**src/rtl/disp_pkg.sv**
```systemverilog
// Shared types and widths for the register display scanner.
package disp_pkg;

    localparam int unsigned NIB_W = 4;
    localparam int unsigned IDX_W = 3;

    typedef enum logic [1:0] {
        S_REQ  = 2'd0,
        S_CAP  = 2'd1,
        S_HOLD = 2'd2
    } state_e;

endpackage

```
**src/rtl/step_sync_edge.sv**
```systemverilog
// Push-button conditioner: 2-flop synchronizer plus registered rising-edge
// detector. A held button yields a single one-cycle pulse, 3 edges after the
// button rises.
//   clk_i   : system clock
//   rst_ni  : synchronous active-low reset
//   btn_i   : raw button, asynchronous to clk_i
//   pulse_o : one-cycle pulse per rising edge of btn_i
module step_sync_edge (
    input  logic clk_i,
    input  logic rst_ni,
    input  logic btn_i,
    output logic pulse_o
);

    logic sync1_q;
    logic sync2_q;
    logic prev_q;
    logic pulse_q;

    // Synchronizer chain, previous-value flop and registered edge pulse.
    always_ff @(posedge clk_i) begin
        if (!rst_ni) begin
            sync1_q <= 1'b0;
            sync2_q <= 1'b0;
            prev_q  <= 1'b0;
            pulse_q <= 1'b0;
        end else begin
            sync1_q <= btn_i;
            sync2_q <= sync1_q;
            prev_q  <= sync2_q;
            pulse_q <= sync2_q & ~prev_q;
        end
    end

    assign pulse_o = pulse_q;

endmodule

```
**src/rtl/reg_display_scanner.sv**
```systemverilog
// Scans the register file and shadows one register for five hex displays.
//   Clock/Resetn      : clock, synchronous active-low reset
//   Auto              : 1 = advance index on dwell expiry, 0 = refresh only
//   Step              : raw push-button, advances index once per press
//   Freeze            : hold display, pause dwell, ignore Step
//   RdAddr/RdEn       : register-file read request (one-cycle strobe)
//   RdData            : register-file data, valid the cycle after RdEn
//   Nib3..Nib0        : shadow value nibbles, MSB first
//   IdxNib            : current register index
//   Valid             : set after the first capture
module reg_display_scanner
    import disp_pkg::*;
#(
    parameter int unsigned DATA_W = 16,
    parameter int unsigned NREGS  = 8,
    parameter int unsigned DWELL  = 50000000
) (
    input  logic              Clock,
    input  logic              Resetn,
    input  logic              Auto,
    input  logic              Step,
    input  logic              Freeze,
    output logic [IDX_W-1:0]  RdAddr,
    output logic              RdEn,
    input  logic [DATA_W-1:0] RdData,
    output logic [NIB_W-1:0]  Nib3,
    output logic [NIB_W-1:0]  Nib2,
    output logic [NIB_W-1:0]  Nib1,
    output logic [NIB_W-1:0]  Nib0,
    output logic [NIB_W-1:0]  IdxNib,
    output logic              Valid
);

    localparam int unsigned     CNT_W    = $clog2(DWELL + 1);
    localparam logic [CNT_W-1:0] CNT_LAST = CNT_W'(DWELL - 1);
    localparam logic [IDX_W-1:0] IDX_MASK = IDX_W'(NREGS - 1);

    state_e              state_q,  state_d;
    logic [IDX_W-1:0]    idx_q,    idx_d;
    logic [CNT_W-1:0]    cnt_q,    cnt_d;
    logic [DATA_W-1:0]   shadow_q, shadow_d;
    logic                valid_q,  valid_d;
    logic                rd_en_q,  rd_en_d;
    logic [IDX_W-1:0]    rd_addr_q, rd_addr_d;
    logic                step_pulse;

    step_sync_edge u_step (
        .clk_i   (Clock),
        .rst_ni  (Resetn),
        .btn_i   (Step),
        .pulse_o (step_pulse)
    );

    // State and datapath registers.
    always_ff @(posedge Clock) begin
        if (!Resetn) begin
            state_q   <= S_REQ;
            idx_q     <= '0;
            cnt_q     <= '0;
            shadow_q  <= '0;
            valid_q   <= 1'b0;
            rd_en_q   <= 1'b0;
            rd_addr_q <= '0;
        end else begin
            state_q   <= state_d;
            idx_q     <= idx_d;
            cnt_q     <= cnt_d;
            shadow_q  <= shadow_d;
            valid_q   <= valid_d;
            rd_en_q   <= rd_en_d;
            rd_addr_q <= rd_addr_d;
        end
    end

    // Next-state logic. Priority in S_HOLD: Freeze, then step, then dwell expiry.
    always_comb begin
        state_d  = state_q;
        idx_d    = idx_q;
        cnt_d    = cnt_q;
        shadow_d = shadow_q;
        valid_d  = valid_q;
        unique case (state_q)
            // The strobe is raised on entry; after reset the first S_REQ
            // cycle issues it, and the state moves on once it is out.
            S_REQ: begin
                if (rd_en_q) begin
                    state_d = S_CAP;
                end
            end
            S_CAP: begin
                shadow_d = RdData;
                valid_d  = 1'b1;
                cnt_d    = '0;
                state_d  = S_HOLD;
            end
            S_HOLD: begin
                if (!Freeze) begin
                    if (step_pulse) begin
                        idx_d   = IDX_W'(idx_q + 1'b1) & IDX_MASK;
                        state_d = S_REQ;
                    end else if (cnt_q == CNT_LAST) begin
                        if (Auto) begin
                            idx_d = IDX_W'(idx_q + 1'b1) & IDX_MASK;
                        end
                        state_d = S_REQ;
                    end else begin
                        cnt_d = CNT_W'(cnt_q + 1'b1);
                    end
                end
            end
            default: begin
                state_d = S_REQ;
            end
        endcase
        // Registered strobe is high exactly during the S_REQ cycle.
        rd_en_d   = (state_d == S_REQ) && !rd_en_q;
        rd_addr_d = idx_d;
    end

    assign RdEn   = rd_en_q;
    assign RdAddr = rd_addr_q;
    assign Valid  = valid_q;
    assign Nib3   = shadow_q[4*NIB_W-1 -: NIB_W];
    assign Nib2   = shadow_q[3*NIB_W-1 -: NIB_W];
    assign Nib1   = shadow_q[2*NIB_W-1 -: NIB_W];
    assign Nib0   = shadow_q[NIB_W-1 -: NIB_W];
    assign IdxNib = {{(NIB_W-IDX_W){1'b0}}, idx_q};

endmodule

```
**config.mk**
```make
export PLATFORM = sky130hd
export DESIGN_NAME = reg_display_scanner
export DESIGN_NICKNAME = d
export VERILOG_FILES = /design/src/rtl/disp_pkg.sv /design/src/rtl/step_sync_edge.sv /design/src/rtl/reg_display_scanner.sv
export SDC_FILE = /design/constraint.sdc
export NUM_CORES = 1
export LEC_CHECK = 0
export CORE_MARGIN = 10
export CORE_UTILIZATION = 38
export CTS_CLUSTER_DIAMETER = 80
export DETAILED_ROUTE_END_ITERATION = 8
export SLEW_MARGIN = 30
export SYNTH_ARGS = -nofsm -noshare
export SYNTH_HDL_FRONTEND = slang
export SYNTH_SLANG_ARGS = --single-unit
```
**constraint.sdc**
```tcl
create_clock -name Clock -period 5.65 [get_ports Clock]
set_input_delay 1.13 -clock Clock [delete_from_list [all_inputs] [get_ports Clock]]
set_output_delay 1.13 -clock Clock [all_outputs]
set_load 0.03 [all_outputs]
```
### Word-level counts from Yosys, hierarchy flattened

Cells that the tools add are included.

| word-level totals | value |
|---|---|
| input bits | 21 |
| memories kept | 0 |
| register bits after elaboration | 53 |
| memory bits (read-only) | 0 |
| logic and storage cells | 42 |
| output and inout bits | 25 |
| bits in latches | 0 |
| bits in writable memories | 0 |

| operators by class | value |
|---|---|
| shift-type cells | 0 |
| $add $sub $neg | 2 |
| $mul | 0 |
| div/mod/pow operators | 0 |
| magnitude comparators | 0 |
| reductions and logical operators | 9 |
| muxes and demuxes | 12 |
| equal/unequal tests | 6 |
| bitwise gates (word level) | 3 |

Operators by type and width:

| cell | count |
|---|---|
| 26-bit 2-to-1 mux | 3 |
| 26-bit case mux with 2 select lines | 1 |
| 26-bit by 1-bit adder with 26-bit output, second input constant | 1 |
| 26-bit == test, second input constant | 1 |
| 3-bit 2-to-1 mux | 3 |
| 2-bit 2-to-1 mux | 4 |
| 4-bit AND reduction | 2 |
| 2-bit inequality test, second input constant | 3 |
| 2-bit case mux with 3 select lines | 1 |
| 2-bit nonzero test | 3 |
| 2-bit zero test | 2 |
| 3-bit by 1-bit adder with 3-bit output, second input constant | 1 |
| 2-bit by 1-bit == test with 1-bit output, second input constant | 1 |
| 2-bit == test, second input constant | 1 |
| 1-bit inverter | 2 |
| 1-bit AND | 1 |
| 1-bit logical AND | 1 |
| 1-bit zero test | 1 |

### Logic depth before layout (Yosys ltp)

| depth | value |
|---|---|
| depth after elaboration | 7 |
| depth in mapped cells | 8 |

### Modules after synthesis

Synthesis repeated with hierarchy kept, for this count alone.

| unflattened totals | value |
|---|---|
| cells, all modules | 284 |
| area, all modules | 2,411.1 sq um |

Modules (own cells, without submodules):

| module | area each (sq um) | instances | seq. area each (sq um) | cells each |
|---|---|---|---|---|
| reg_display_scanner | 2,299.7 | 1 | 980.9 | 276 |
| step_sync_edge | 111.4 | 1 | 80.1 | 8 |

### Worst setup path after synthesis

OpenSTA, ideal clock, no wires.

| path | value |
|---|---|
| path type | input to register |
| from | in Freeze |
| to | reg cnt_q[25] |
| arrival | 2.598 ns |
| path slack | 2.935 ns |
| path buffers | 0 |
| cell stages on the path | 5 |
| library setup time | 0.116 ns |
| data required time | 5.534 ns |
| path through | nor4b_1 o2111ai_1 nor4b_1 a31oi_1 a41o_1 |

| between the ends | value |
|---|---|
| longest elaborated chain between the ends | 2 |

RTL lines:

| what | line | text |
|---|---|---|
| start, declared | reg_display_scanner.sv:22 | `input logic Freeze,` |
| 2-bit inequality test (no line) | n/a |  |
| 4-bit AND reduction (no line) | n/a |  |
| end signal, assigned | reg_display_scanner.sv:67 | `cnt_q <= cnt_d;` |
| end, declared | reg_display_scanner.sv:40 | `logic [CNT_W-1:0] cnt_q, cnt_d;` |

Every way passes these cells.
A chain may end at the register's enable or synchronous reset.

### Worst setup path in the final report

Same ends and word-level chain as after synthesis.

==> flow_summary.json <==
{
  "run_status": "finished clean",
  "netlist_area_mm2": 0.002386,
  "hold_class": "reg -> reg",
  "antenna_left": 0,
  "end_kind": "flop",
  "gp_congestion": 0.8150,
  "grt_pass1_vias": 2025,
  "drive_gt1_share_pct": 5.901,
  "dieArea_mm2": 0.009849,
  "yosysWarnings": 0,
  "critPathKind": "in -> reg",
  "pin_count": 46,
  "setup_viol": 0,
  "slowest_stage": "nor4b_1",
  "fp.coreArea_mm2": 0.006026,
  "numCtsBuffers": 5,
  "yosysTopAreaCell": "dfxtp_1",
  "globalRouteOverflowTotal": 0,
  "port-buffer-count": 44,
  "cts_tree": "yes",
  "crit_fanout": 8,
  "synth_seq_cells": 53,
  "firstDrtPassIters": 5,
  "syn-instance-count": 284,
  "fin_skew_ns": 0.007168,
  "ys_async_sr_fraction_pct": 0,
  "start_kind": "input pin",
  "vias": 2133,
  "power_density_mw_per_mm2": 253.0,
  "peakVddDrop_v": 0.0001781,
  "clk_latency_ns": 0.31,
  "ys_seq_area_share_pct": 44.47,
  "fin_setup_tns_ns": 0,
  "routed_wl_um": 5993,
  "worst_ep_required_time_ns": 5.86,
  "nNetsFinal": 344,
  "power.total_w": 0.0007477,
  "n_antenna_cell": 0,
  "relSlewSlack_pct": 38.02,
  "cts_resized": 0,
  "fin_crit_ns": 3.258,
  "cp.arrival_ns": 3.46,
  "holdWs_ns": 0.3928,
  "synth.top_cell.area_share_pct": 44.47,
  "synth_edf_count": 0,
  "clock_path_buffers": 2,
  "clk_pin_slew_ns": 0.10,
  "cts_hold_buf": 0,
  "cp_common_cell": "nor4b_1",
  "report.final.slew_viol_count": 0,
  "path_cells": "clkdlybuf4s50_1 -> nor4b_1 -> o2111ai_1 -> nor4b_1 -> a31oi_1 -> a41o_1",
  "worst_pin_slew_ns": 0.9275,
  "die_x_um": 99.24,
  "wire_per_inst_um": 15.10,
  "p_leak_nw": 0.9517,
  "grt_first_pass_wirelength_um": 10050,
  "dp_hpwl_um": 4193,
  "drv_cap": 0,
  "grt_usage_pct": 12.05,
  "period_share_pct": 57.67,
  "rsz0062_at_grt": "no",
  "synth-main-ff-cell": "dfxtp_1",
  "syn_to_final_growth_pct": 23.86,
  "fmax_mhz": 306.9,
  "antenna_found_initial": 0,
  "cts_num_sinks": 53,
  "synth.avg_cell_area_um2": 8.402,
  "cts_setup_buffers": 0,
  "synth.distinct_cells": 53,
  "clockRootBuffer": "clkbuf_8",
  "synthTopCellsByArea": "dfxtp_1, nand2_1, a21oi_1, or3_1, o21ai_0",
  "die_h_um": 99.24,
  "critPathMaxStageDelay_ns": 0.58,
  "synth_nets": 307,
  "start_util_pct": 39.60,
  "h-tree-depth": 2,
  "grt_max_degree": 26,
  "via_per_inst": 5.373,
  "hold_viol_final": 0,
  "drt_iter0_markers": 115,
  "rows": 28,
  "drc_errors": 0
}
per-layer routing:
layer | track usage, % | vias up | wire length (µm)
met5 | 0 | - | 0
met4 | 2.977 | 0 | 49
met3 | 3.945 | 5 | 380
met2 | 19.09 | 49 | 2688
met1 | 15.38 | 979 | 2875
li1 | - | 1100 | -
worst max-delay path, delay by kind of cell:
family,cells,cell delay (ns)
AOI/OAI and AO/OA,3,0.75
buffers and inverters,1,0.43
and+or+nand+nor,2,1.15
report_power, final:
part	switching, W	internal [W]	total (W)	leakage, nW
sequential	0.00000704	0.000385	0.000392	0.429
clock	0.000133	0.000133	0.000266	0.0554
combinational	0.0000532	0.0000366	0.0000898	0.467
state kept, by name, summed over array words and instances (netlist names):
| register | flops |
|---|---|
| u_step.pulse_o | 1 |
| cnt_q | 26 |
| u_step.prev_q | 1 |
| u_step.sync2_q | 1 |
| RdEn | 1 |
| u_step.sync1_q | 1 |
| shadow_q | 16 |
| RdAddr | 3 |
| state_q | 2 |
| Valid | 1 |
final timing paths:
path | endpoint | cells after the start | slack (ns) | from
max | cnt_q[25]$_SDFFE_PN0P_ | 6 | 2.39 | Freeze
min | u_step.pulse_o$_SDFF_PN0_ | 1 | 0.39 | u_step.prev_q$_SDFF_PN0_
max reg2reg | cnt_q[18]$_SDFFE_PN0P_ | 4 | 2.89 | state_q[1]$_SDFF_PN0_
min reg2reg | u_step.pulse_o$_SDFF_PN0_ | 1 | 0.39 | u_step.prev_q$_SDFF_PN0_
cell usage after synthesis, drive strengths merged, types with 2 or more instances:
library cell and count:
a21oi 37, a31o 2, and2 3, buf 8, clkbuf 7, dfxtp 53, ha 2, inv 7
nand2 50, nand3 7, nand4 7, nand4bb 2, nor2 13, nor2b 3, nor3 4, nor3b 2
nor4 3, nor4b 4, o211ai 3, o21a 2, o21ai 14, o31ai 5, or3 13, or4 10
or4b 2, xnor2 3, xor2 2
layout make-up:
| type | instances | area, µm² |
|---|---|---|
| clock buffer | 6 | 72.57 |
| clock inverter | 2 | 38.79 |
| sequential | 53 | 1061 |
| fill | 602 | 3070 |
| inverter | 7 | 26.28 |
| timing repair buffer | 45 | 447.9 |
| tap | 75 | 93.84 |
| multi-input combinational | 209 | 1215 |
per-stage QoR:
step	instances	setup WS (ns)	area [µm²]	util, %
after floorplan	284	2.935	2386	-
after global placement	389	2.144	2844	47.20
after detailed placement	389	2.081	2844	47.20
after CTS	397	2.397	2955	49.04
after global routing	397	2.165	2955	49.04
final	397	2.392	2955	49.04
logic make-up after synthesis:
family                     after synthesis  share of synthesized area [%]
buffers and inverters                   22                          4.615
other                                    1                         0.1572
DFF                                     53                          44.47
and+or+nand+nor                        131                          30.68
AOI/OAI and AO/OA                       70                          17.20
adders and majority gates                2                          1.049
xor gates and xnor gates                 5                          1.836
cell usage in the layout, fill, tap and decap left out, types with 3 or more instances in the layout:
cell             instances
or4_1                    8
o21ai_0                 13
xnor2_1                  3
nor3_1                   4
clkdlybuf4s50_1         44
and2_1                   3
or3_1                   11
o211ai_1                 3
nor2b_1                  3
nor4b_1                  4
nand2_1                 50
clkbuf_8                 5
nor2_1                  13
nand4_1                  6
dfxtp_1                 53
inv_1                    7
a21oi_1                 37
o31ai_1                  5
nand3_1                  7
Power figures use the tool's default switching activity.
